==> src/rtl/result_collector.sv <==
// result_collector: drains the result memories of a row of PEs once all of
// them report completion and serialises the words PE-major, address-minor
// onto a single 32-bit stb/ack stream.
//
// Ports:
//   clk, rst                 clock; asynchronous active-low reset
//   pe_done[N_PE]            per-PE completion flags (sampled only in IDLE)
//   pe_c[32*N_PE]            PE read data, valid the cycle after the strobe
//   pe_addr, pe_mem_select   shared read address, one-hot read strobe
//   out_data/pe/addr/last    result word, source PE, source address, last flag
//   out_stb, out_ack         output handshake
//   busy, done               drain in progress; sticky drain complete
module result_collector #(
  parameter int unsigned N_PE     = 4,
  parameter int unsigned LOG_SIZE = 3,
  parameter int unsigned PE_W     = 2
) (
  input  logic                  clk,
  input  logic                  rst,
  input  logic [N_PE-1:0]       pe_done,
  input  logic [32*N_PE-1:0]    pe_c,
  output logic [LOG_SIZE-1:0]   pe_addr,
  output logic [N_PE-1:0]       pe_mem_select,
  output logic [31:0]           out_data,
  output logic [PE_W-1:0]       out_pe,
  output logic [LOG_SIZE-1:0]   out_addr,
  output logic                  out_last,
  output logic                  out_stb,
  input  logic                  out_ack,
  output logic                  busy,
  output logic                  done
);

  localparam int unsigned DEPTH = 1 << LOG_SIZE;
  localparam logic [LOG_SIZE-1:0] ADDR_MAX = LOG_SIZE'(DEPTH - 1);
  localparam logic [PE_W-1:0]     PE_MAX   = PE_W'(N_PE - 1);

  typedef enum logic [2:0] {
    ST_IDLE,
    ST_ISSUE,
    ST_WAIT,
    ST_HOLD,
    ST_DONE
  } state_t;

  state_t state_q, state_d;

  logic [PE_W-1:0]     pe_cnt_q, pe_cnt_d;
  logic [LOG_SIZE-1:0] addr_cnt_q, addr_cnt_d;

  logic [LOG_SIZE-1:0] pe_addr_d;
  logic [N_PE-1:0]     pe_mem_select_d;
  logic [31:0]         out_data_d;
  logic [PE_W-1:0]     out_pe_d;
  logic [LOG_SIZE-1:0] out_addr_d;
  logic                out_last_d;
  logic                out_stb_d;
  logic                busy_d;
  logic                done_d;

  logic [31:0]         word_sel;
  logic                is_last;

  // One-hot strobe for a PE index.
  function automatic logic [N_PE-1:0] onehot(input logic [PE_W-1:0] idx);
    logic [N_PE-1:0] v;
    v = '0;
    for (int unsigned p = 0; p < N_PE; p++) begin
      if (idx == PE_W'(p)) v[p] = 1'b1;
    end
    return v;
  endfunction

  // Read-data mux selecting the slice of the PE currently being read.
  always_comb begin
    word_sel = '0;
    for (int unsigned p = 0; p < N_PE; p++) begin
      if (pe_cnt_q == PE_W'(p)) word_sel = pe_c[32*p +: 32];
    end
  end

  assign is_last = (pe_cnt_q == PE_MAX) && (addr_cnt_q == ADDR_MAX);

  // State, counter and output registers.
  always_ff @(posedge clk or negedge rst) begin
    if (!rst) begin
      state_q       <= ST_IDLE;
      pe_cnt_q      <= '0;
      addr_cnt_q    <= '0;
      pe_addr       <= '0;
      pe_mem_select <= '0;
      out_data      <= '0;
      out_pe        <= '0;
      out_addr      <= '0;
      out_last      <= 1'b0;
      out_stb       <= 1'b0;
      busy          <= 1'b0;
      done          <= 1'b0;
    end else begin
      state_q       <= state_d;
      pe_cnt_q      <= pe_cnt_d;
      addr_cnt_q    <= addr_cnt_d;
      pe_addr       <= pe_addr_d;
      pe_mem_select <= pe_mem_select_d;
      out_data      <= out_data_d;
      out_pe        <= out_pe_d;
      out_addr      <= out_addr_d;
      out_last      <= out_last_d;
      out_stb       <= out_stb_d;
      busy          <= busy_d;
      done          <= done_d;
    end
  end

  // Next-state logic.
  always_comb begin
    state_d = state_q;
    case (state_q)
      ST_IDLE:  if (&pe_done) state_d = ST_ISSUE;
      ST_ISSUE: state_d = ST_WAIT;
      ST_WAIT:  state_d = ST_HOLD;
      ST_HOLD:  if (out_ack) state_d = out_last ? ST_DONE : ST_ISSUE;
      ST_DONE:  state_d = ST_DONE;
      default:  state_d = ST_IDLE;
    endcase
  end

  // Next values of counters and registered outputs; the strobe is a
  // single-cycle pulse so it defaults to 0 rather than holding.
  always_comb begin
    pe_cnt_d        = pe_cnt_q;
    addr_cnt_d      = addr_cnt_q;
    pe_addr_d       = pe_addr;
    pe_mem_select_d = '0;
    out_data_d      = out_data;
    out_pe_d        = out_pe;
    out_addr_d      = out_addr;
    out_last_d      = out_last;
    out_stb_d       = out_stb;
    busy_d          = busy;
    done_d          = done;
    case (state_q)
      ST_IDLE: begin
        if (&pe_done) begin
          busy_d          = 1'b1;
          pe_addr_d       = addr_cnt_q;
          pe_mem_select_d = onehot(pe_cnt_q);
        end
      end
      ST_WAIT: begin
        // Read data returned for the strobe issued in the previous cycle.
        out_data_d = word_sel;
        out_pe_d   = pe_cnt_q;
        out_addr_d = addr_cnt_q;
        out_last_d = is_last;
        out_stb_d  = 1'b1;
      end
      ST_HOLD: begin
        if (out_ack) begin
          out_stb_d  = 1'b0;
          out_last_d = 1'b0;
          if (out_last) begin
            done_d = 1'b1;
            busy_d = 1'b0;
          end else begin
            if (addr_cnt_q == ADDR_MAX) begin
              addr_cnt_d = '0;
              pe_cnt_d   = pe_cnt_q + PE_W'(1);
            end else begin
              addr_cnt_d = addr_cnt_q + LOG_SIZE'(1);
            end
            // Issue the next read straight away using the advanced counters.
            pe_addr_d       = addr_cnt_d;
            pe_mem_select_d = onehot(pe_cnt_d);
          end
        end
      end
      default: ;
    endcase
  end

endmodule

==> config.mk <==
export PLATFORM = sky130hd
export DESIGN_NAME = result_collector
export DESIGN_NICKNAME = d
export VERILOG_FILES = /design/src/rtl/result_collector.sv
export SDC_FILE = /design/constraint.sdc
export NUM_CORES = 1
export LEC_CHECK = 0
export ABC_CLOCK_PERIOD_IN_PS = 3500
export BUFFER_PORTS_ARGS = -buffer_cell sky130_fd_sc_hd__buf_4
export CAP_MARGIN = 20
export CORE_MARGIN = 10
export CORE_UTILIZATION = 49
export DETAILED_ROUTE_END_ITERATION = 16
export GPL_ROUTABILITY_DRIVEN = 0
export GPL_TIMING_DRIVEN = 0
export PLACE_DENSITY = 0.86
export SYNTH_ARGS = -nofsm -noshare
export SYNTH_HDL_FRONTEND = slang
export SYNTH_SLANG_ARGS = --single-unit
==> constraint.sdc <==
create_clock -name clk -period 3.5 [get_ports clk]
set_input_delay 0.7 -clock clk [delete_from_list [all_inputs] [get_ports clk]]
set_output_delay 0.7 -clock clk [all_outputs]
set_load 0.02 [all_outputs]
==> results of run 1 <==
[stage by stage]
stage,util,hold slack [ps]
finish,0.738,437
global route,0.738,497
CTS,0.738,463
detailed placement,0.725,458
global placement,0.725,459
floorplan,-,404
[registers in the layout, indices dropped and copies added (netlist names)]
name           cells
out_pe             2
pe_cnt_q           2
done               1
pe_addr            3
busy               1
out_addr           3
addr_cnt_q         3
out_stb            1
out_last           1
state_q            3
out_data          32
pe_mem_select      4
[cells in the mapped netlist (3+ instances only)]
master     n  area (um2)
inv_1     36         135
clkbuf_1  13        48.8
a21oi_1   32         160
nand3b_1  32         240
mux2_1     4        45.0
nor2_1    35         131
nand2_1   37         139
mux2_4     3        45.0
mux2_2     7        78.8
ha_1       7        87.6
a31oi_1   32         200
nor3_1     3        15.0
a221o_1   32         320
a22o_1     4        35.0
buf_4      6        45.0
dfrtp_1   56        1400
buf_2     15        75.1
[power by group through the flow]
| stage | registers (mW) | logic [mW] | clock network, mW |
|---|---|---|---|
| 5_1_grt | 1.19 | 3.05 | 0.389 |
| 3_5_place_dp | 1.15 | 2.81 | 0 |
| 2_1_floorplan | 1.44 | 1.52 | 0 |
| 3_3_place_gp | 1.14 | 2.74 | 0 |
| 4_1_cts | 1.14 | 2.82 | 0.373 |
| 6_report | 1.14 | 2.81 | 0.367 |
[layout make-up]
cell class	instances	area (um2)
Buffer	34	169
Timing Repair Buffer	182	1370
Multi-Input combinational cell	253	1730
Clock buffer	6	82.6
Tap cell	96	120
Inverter	36	135
Sequential cell	56	1400
Fill cell	532	1780
Clock inverter	2	10.0
[worst max-delay path, delay by kind of cell (launching register included)]
family / cells / cell delay, ps
flops: 1 / 490
fa+ha+maj: 1 / 220
buf+inv: 3 / 590
compound gates: 2 / 570
[path summary, 6_finish.rpt]
check / startpoint / end / slack [ps] / cells after the start
max: pe_cnt_q[0] / out_data[8] / 1550 / 6
min: rst / state_q[0] / 440 / 1
max reg2reg: pe_cnt_q[0] / out_data[8] / 1550 / 6
min reg2reg: done / done / 480 / 1
max in group asynchronous: rst / out_data[17] / 2590 / 1
min in group clk: done / done / 480 / 1
[per-layer routing]
metal,share of wire,GRT usage,vias up
met5,0,0,-
met3,0.12,0.101,36
met4,0.037,0.0915,0
met2,0.48,0.377,201
li1,-,-,1736
met1,0.36,0.237,1748
[cells by family (layout without fill, tap and decap cells)]
kind of cell | Yosys count | in the layout | share of synthesized area
AO/OA/AOI/OAI | 109 | 109 | 0.232
XOR/XNOR | 3 | 3 | 0.00765
adder cells (fa/ha/maj) | 7 | 7 | 0.0255
buffers and inverters | 70 | 260 | 0.0885
flip-flops | 56 | 56 | 0.408
multiplexers | 15 | 15 | 0.0521
AND/OR/NAND/NOR | 119 | 119 | 0.187
==> reports/metrics.csv, run 1 <==
metric,value,unit
path_class,flip-flop to flip-flop,
setup_viol,0,
clock_power_share,0.085,
rows,30,
die_area,0.0108,mm2
cts_resized,0,
rsz0062_at_grt,no,
fin_crit_sh,0.558,
cp_cell_sequence,inv_1 > ha_1 > buf_2 > clkbuf_1 > a221o_1 > a31oi_1,
hp-class,primary input to async pin,
clkTransAtPathRegs,90,ps
mostFrequentLayoutCells,"buf_4, dfrtp_1, nand2_1, inv_1, nor2_1",
power.static_leakage,2.41,nW
via_per_inst,5.60,
powerDensity,862,mW/mm2
grt_max_degree,57,
antenna_found_initial,0,
period_minus_slack,1950,ps
postRouteAntennaNets,0,
drt-total-wl,12800,um
cp_slowest_cell,dfrtp_1,
yosys_warnings,0,
finClkSkew,8.46,ps
vias,3721,
pre_cts_ws,1570,ps
netlist_instances,379,
hpwlAfterDp,10300,um
max_freq,512,MHz
finalPower,4.33,mW
netlist_area,0.00344,mm2
drive_gt1_frac,0.404,
port_buffers,182,
coreArea,0.00679,mm2
dr.pass1.iters,5,
syn_area_per_cell,9.07,um2
status,finished clean,
start_util,0.506,
start_kind,flip-flop,
syn2layout_area_growth,45.9,%
yosysUniqueCellTypes,38,
dp.cells,657,
cts_buffer_depth,2,
drc,0,
required,3720,ps
wire_per_inst,19.3,um
cp.arrival,2170,ps
htree_levels,2,
combPwrFrac,0.651,
drt_iter0_drc,159,
p_int,2.36,mW
max_stage_delay,490,ps
seq_area_frac_synth,0.408,
max_slew.worst_pin.slew,714,ps
final_cell_area,0.00502,mm2
grt_usage,0.223,
p_switching,1.97,mW
synth-async-reset-ratio,1.00,
clock_sinks,56,
drv_cap,0,
worstSkewPairLatency,310,ps
final_nets,710,
finalNonFillerCells,665,
swShare,0.455,
crit_fanout,10,
clock-root-buffer,clkbuf_8,
drv_slew,0,
placed_area,0.00492,mm2
timing.final.ws_setup,1550,ps
cts_tree,built,
final_common_cell,buf_4,
cts_setup_buffers,0,
grt_first_pass_wirelength,19700,um
fp.dieH,104,um
relSlewSlack,0.524,
num_antenna_cells,0,
ys_seq_elements,56,
peakVddDrop,0.408,mV
synth_enable_flop_cells,0,
syn_nets,521,
grt-ovfl-total,0,
hold_buffers,0,
seq_power_share,0.265,
hold_viol,0,
grt_pass1_vias,3894,
setup_tns,0,ps
cp-end-kind,flip-flop,
die_x,104,um
io_pins,183,
cts_buffers,5,
ys.flop_type,dfrtp_1,
No activity file was read; power rests on OpenSTA's default activity.
==> run 2: changes to the inputs <==
ABC_AREA = 1   (was not set)
ABC_CLOCK_PERIOD_IN_PS = 1720   (was 3500)
CORE_UTILIZATION = 41   (was 49)
PLACE_DENSITY = 0.77   (was 0.86)
clock period = 1.72 ns   (was 3.5 ns; I/O delays follow)
==> run 2 against run 1 <==
First-iteration DRC count increased by 33%. Synthesized cell count up 36%. Core utilization shrank 12 points. Die area increased by 15%. Clock skew fell by 2.2 ps. Critical path type unchanged.
==> reports/metrics.csv, run 2 <==
metric,value,unit
status,finished clean,
max_slew.worst_pin.slew,713,ps
synth_enable_flop_cells,0,
fp.dieH,111,um
finalNonFillerCells,813,
powerDensity,1590,mW/mm2
clock-root-buffer,clkbuf_8,
synth.most_common_cell,nand2_1,
hp-class,primary input to async pin,
drc,0,
fin_hold_ws,61.3,ps
grt-ovfl-total,0,
synthTopCellsByCount,"nand2_1, dfrtp_1, nor2_1, a21oi_1, inv_1",
htree_levels,2,
postRouteAntennaNets,0,
wire_per_inst,15.7,um
fin_crit_sh,0.990,
coreArea,0.00818,mm2
final_common_cell,nand2_1,
period_minus_slack,1700,ps
reg.largest.list,"out_data (32), pe_mem_select (4)",
port_buffers,182,
finalPower,8.06,mW
mostFrequentLayoutCells,"nand2_1, buf_4, dfrtp_1, nor2_1, a21oi_1",
crit_fanout,10,
hpwlAfterDp,9930,um
syn2layout_area_growth,48.1,%
dr.pass1.iters,5,
cts_tree,built,
syn_nets,657,
yosysUniqueCellTypes,26,
die_area,0.0124,mm2
seq_area_frac_synth,0.409,
yosysTopAreaCell,dfrtp_1,
dp.cells,802,
syn_area_per_cell,6.65,um2
yosys_warnings,0,
drt_iter0_drc,212,
largest-register,out_data,
worstSkewPairLatency,320,ps
via_per_inst,4.86,
power.static_leakage,2.92,nW
finClkSkew,6.21,ps
synth-async-reset-ratio,1.00,
peakVddDrop,0.750,mV
drv_cap,0,
synth_top_area_share,0.409,
start_kind,flip-flop,
drive_gt1_frac,0.332,
grt_pass1_vias,3883,
required,1900,ps
setup_viol,0,
drt-total-wl,12700,um
ys_seq_elements,56,
cts_buffers,5,
die_x,111,um
ys.flop_type,dfrtp_1,
antenna_found_initial,0,
final-seq-area,0.00140,mm2
fillers,765,
yosys-top-cells-area,"dfrtp_1, nand2_1, nor2_1",
clkTransAtPathRegs,100,ps
clock_sinks,56,
hold_buffers,0,
relSlewSlack,0.525,
cp-end-kind,flip-flop,
rsz0062_at_grt,yes,
grt_max_degree,57,
hold_viol,0,
largest_reg_flops,32,
netlist_area,0.00343,mm2
netlist_instances,515,
grt_usage,0.193,
multi_input_area,0.00182,mm2
cp.arrival,1890,ps
max_freq,588,MHz
start_util,0.419,
grt_first_pass_wirelength,20000,um
io_pins,183,
vias,3948,
final_nets,849,
cts_buffer_depth,2,
drv_slew,0,
path_class,flip-flop to flip-flop,
num_antenna_cells,0,
rows,33,
run 2: metrics by stage:
stage          worst slack, ps  utilization  setup TNS (ps)  cell area, um2
6_report                  18.0        0.621               0            5070
5_1_grt                  -25.2        0.621           -34.3            5070
4_1_cts                  -22.6        0.616           -48.2            5030
3_5_place_dp              -232        0.602           -3820            4920
3_3_place_gp              -129        0.602           -2370            4920
2_1_floorplan              237            -               0            3430
run 2: logic make-up (layout without fill, tap and decap cells):
| logic type | count (synthesis) | in the layout | synth area share |
|---|---|---|---|
| adder cells (fa/ha/maj) | 7 | 7 | 0.0256 |
| XOR/XNOR | 2 | 2 | 0.00511 |
| AND/OR/NAND/NOR | 344 | 344 | 0.401 |
| AO/OA/AOI/OAI | 60 | 60 | 0.0968 |
| flip-flops | 56 | 56 | 0.409 |
| multiplexers | 1 | 1 | 0.00329 |
| buffers and inverters | 45 | 238 | 0.0595 |
run 2: worst paths after layout:
| check | slack, ps | startpoint | endpoint | depth (start not counted) |
|---|---|---|---|---|
| max in group asynchronous | 1150 | rst | pe_cnt_q[0] | 1 |
| worst min-delay path | 60 | rst | out_data[12] | 1 |
| worst min register to register | 490 | done | done | 2 |
| min in group clk | 240 | pe_c[113] | out_data[17] | 3 |
| worst max-delay path | 20 | pe_cnt_q[0] | out_data[21] | 7 |
| worst max register to register | 20 | pe_cnt_q[0] | out_data[21] | 7 |
run 2: timing repair:
item,4_1_cts,5_1_grt
gates resized for setup,12,17
pin swaps,1,0
endpoints found under the setup margin,30,30
buffers inserted,0,3
run 2: area by class of cell:
| class | instances | area share |
|---|---|---|
| buffer | 27 | 0.0343 |
| clock buffer | 6 | 0.0143 |
| clock inverter | 2 | 0.00321 |
| inverter | 18 | 0.0133 |
| multi-input combinational | 414 | 0.359 |
| sequential | 56 | 0.276 |
| tap | 105 | 0.0259 |
| timing repair buffer | 185 | 0.274 |
run 2: worst max-delay path, cell delays in order (launching register included):
cell and delay (ps):
dfrtp_2 460, ha_1 210, buf_4 170, clkbuf_2 210
a21oi_1 190, nand2_1 70, o211ai_1 120, nand3_1 140
run 2: power breakdown:
group | total [mW] | leakage (nW) | switching [mW] | internal, mW
Clock | 0.745 | 0.0414 | 0.454 | 0.291
Sequential | 2.23 | 0.700 | 0.350 | 1.88
Combinational | 5.08 | 2.18 | 3.11 | 1.97
run 2: per-layer routing:
layer | vias up | GRT usage | wire [um]
met2 | 157 | 0.329 | 6230
met5 | - | 0 | 0
met4 | 0 | 0.0506 | 190
met3 | 14 | 0.0751 | 1200
li1 | 1990 | - | -
met1 | 1787 | 0.222 | 5110
==> run 3: changes to the inputs <==
ABC_CLOCK_PERIOD_IN_PS = 1950   (was 1720)
CORE_UTILIZATION = 46   (was 41)
PLACE_DENSITY = 0.82   (was 0.77)
clock period = 1.95 ns   (was 1.72 ns; I/O delays follow)
==> run 3 against run 2 <==
Combinational power shrank 14%. Wire length shrank 2.7%. Register-to-register slack gained 100 ps. Sequential cell count is the same. Sequential share of layout area grew 0.28 points. Core utilization grew 7.1 points. Largest cell class unchanged. Global-route usage grew 1.9 points. Die area shrank 9.0%. Maximum frequency shrank 7.0%. Highest routed layer unchanged. Critical path depth is the same. First-iteration DRC count shrank 37%. Largest power group unchanged.
==> reports/metrics.csv, run 3 (synthesis gave the netlist of run 2 again) <==
metric,value,unit
dr.pass1.iters,4,
drt-total-wl,12400,um
path_class,flip-flop to flip-flop,
drv_cap,0,
utilization,0.692,
cp.arrival,2020,ps
grt_pass1_vias,4007,
setup_tns,0,ps
port_buffers,182,
cp-end-kind,flip-flop,
setup_viol,0,
postRouteAntennaNets,0,
peakVddDrop,0.742,mV
htree_levels,2,
drv_slew,0,
rows,31,
worstSkewPairLatency,310,ps
power.static_leakage,2.90,nW
die_area,0.0113,mm2
cts_buffer_depth,2,
powerDensity,1400,mW/mm2
hpwlAfterDp,9790,um
largest-register,out_data,
coreArea,0.00725,mm2
max_freq,546,MHz
drt_iter0_drc,134,
hold_buffers,0,
grt-ovfl-total,0,
status,finished clean,
grt_usage,0.212,
reg.largest.list,"out_data (32), pe_mem_select (4)",
drive_gt1_frac,0.319,
wire_per_inst,15.4,um
final_nets,846,
clock_sinks,56,
hp-class,primary input to async pin,
syn2layout_area_growth,46.5,%
period_minus_slack,1830,ps
vias,3939,
die_x,106,um
relSlewSlack,0.526,
fp.dieH,106,um
largest_reg_flops,32,
grt_max_degree,57,
pre_cts_ws,40.8,ps
hold_viol,0,
cts_tree,built,
dp.cells,796,
crit_fanout,10,
start_kind,flip-flop,
io_pins,183,
final_common_cell,nand2_1,
rsz0062_at_grt,no,
clkTransAtPathRegs,120,ps
mostFrequentLayoutCells,"nand2_1, buf_4, dfrtp_1, nor2_1, a21oi_1",
drc,0,
num_antenna_cells,0,
grt_first_pass_wirelength,19900,um
via_per_inst,4.90,
required,2140,ps
clock-root-buffer,clkbuf_8,
antenna_found_initial,0,
cts_buffers,5,
timing.final.ws_setup,119,ps
fin_crit_sh,0.939,
fillers,658,
fin_hold_ws,115,ps
max_slew.worst_pin.slew,712,ps
start_util,0.472,
finalNonFillerCells,804,
finClkSkew,12.9,ps
[run 3: cell types whose count changed in the layout (fill, tap and decap cells not counted), sizes merged]
| cell | previous run | this run |
|---|---|---|
| clkbuf | 13 | 15 |
| buf | 205 | 199 |
| inv | 18 | 19 |
[run 3: path summary, 6_finish.rpt]
path                                  start  cells after the start           end  slack [ps]
min in group clk                  pe_c[120]                      3  out_data[24]         290
worst max-delay path            pe_cnt_q[0]                      7  out_data[20]         120
max in group asynchronous               rst                      1  out_data[30]        1360
worst max register to register  pe_cnt_q[0]                      7  out_data[20]         120
worst min-delay path                    rst                      1   out_data[8]         120
worst min register to register         done                      2          done         480
[run 3: power by group]
part / internal, mW / switching, mW
Clock: 0.265 / 0.414
Combinational: 1.69 / 2.69
Sequential: 1.66 / 0.312
[run 3: worst max-delay path, stage by stage, from the launching register on]
cell and delay, ps:
dfrtp_1 470, inv_1 150, ha_1 150, buf_2 180
inv_1 120, clkbuf_2 230, o211ai_1 290, nand3_1 110
[run 3: cell type report]
type	count	area [um2]	area share
multi-input cells	414	1820	0.363
flip-flops and latches	56	1400	0.279
plain buffers	27	143	0.0284
clock inverters	3	27.5	0.00548
well taps	99	124	0.0247
repair buffers	182	1370	0.272
clock buffers	5	68.8	0.0137
inverters	18	67.6	0.0135
[run 3: stage by stage]
step | area, um2 | power [mW]
after floorplan | 3430 | 4.76
after global routing | 5020 | 7.71
after detailed placement | 4920 | 6.38
after global placement | 4920 | 6.27
final | 5020 | 7.03
after CTS | 5010 | 7.07
[run 3: repair_timing]
action / CTS / global route
endpoints found under the setup margin: 1 / 21
gates resized for setup: 1 / 8
buffers inserted: 0 / 0
[run 3: routing by layer]
| layer | wire (um) | share of wire | vias up | GRT usage |
|---|---|---|---|---|
| li1 | - | - | 1983 | - |
| met5 | 0 | 0 | - | 0 |
| met1 | 5100 | 0.41 | 1817 | 0.256 |
| met3 | 945 | 0.076 | 14 | 0.0616 |
| met4 | 206 | 0.017 | 0 | 0.0484 |
| met2 | 6140 | 0.50 | 125 | 0.366 |
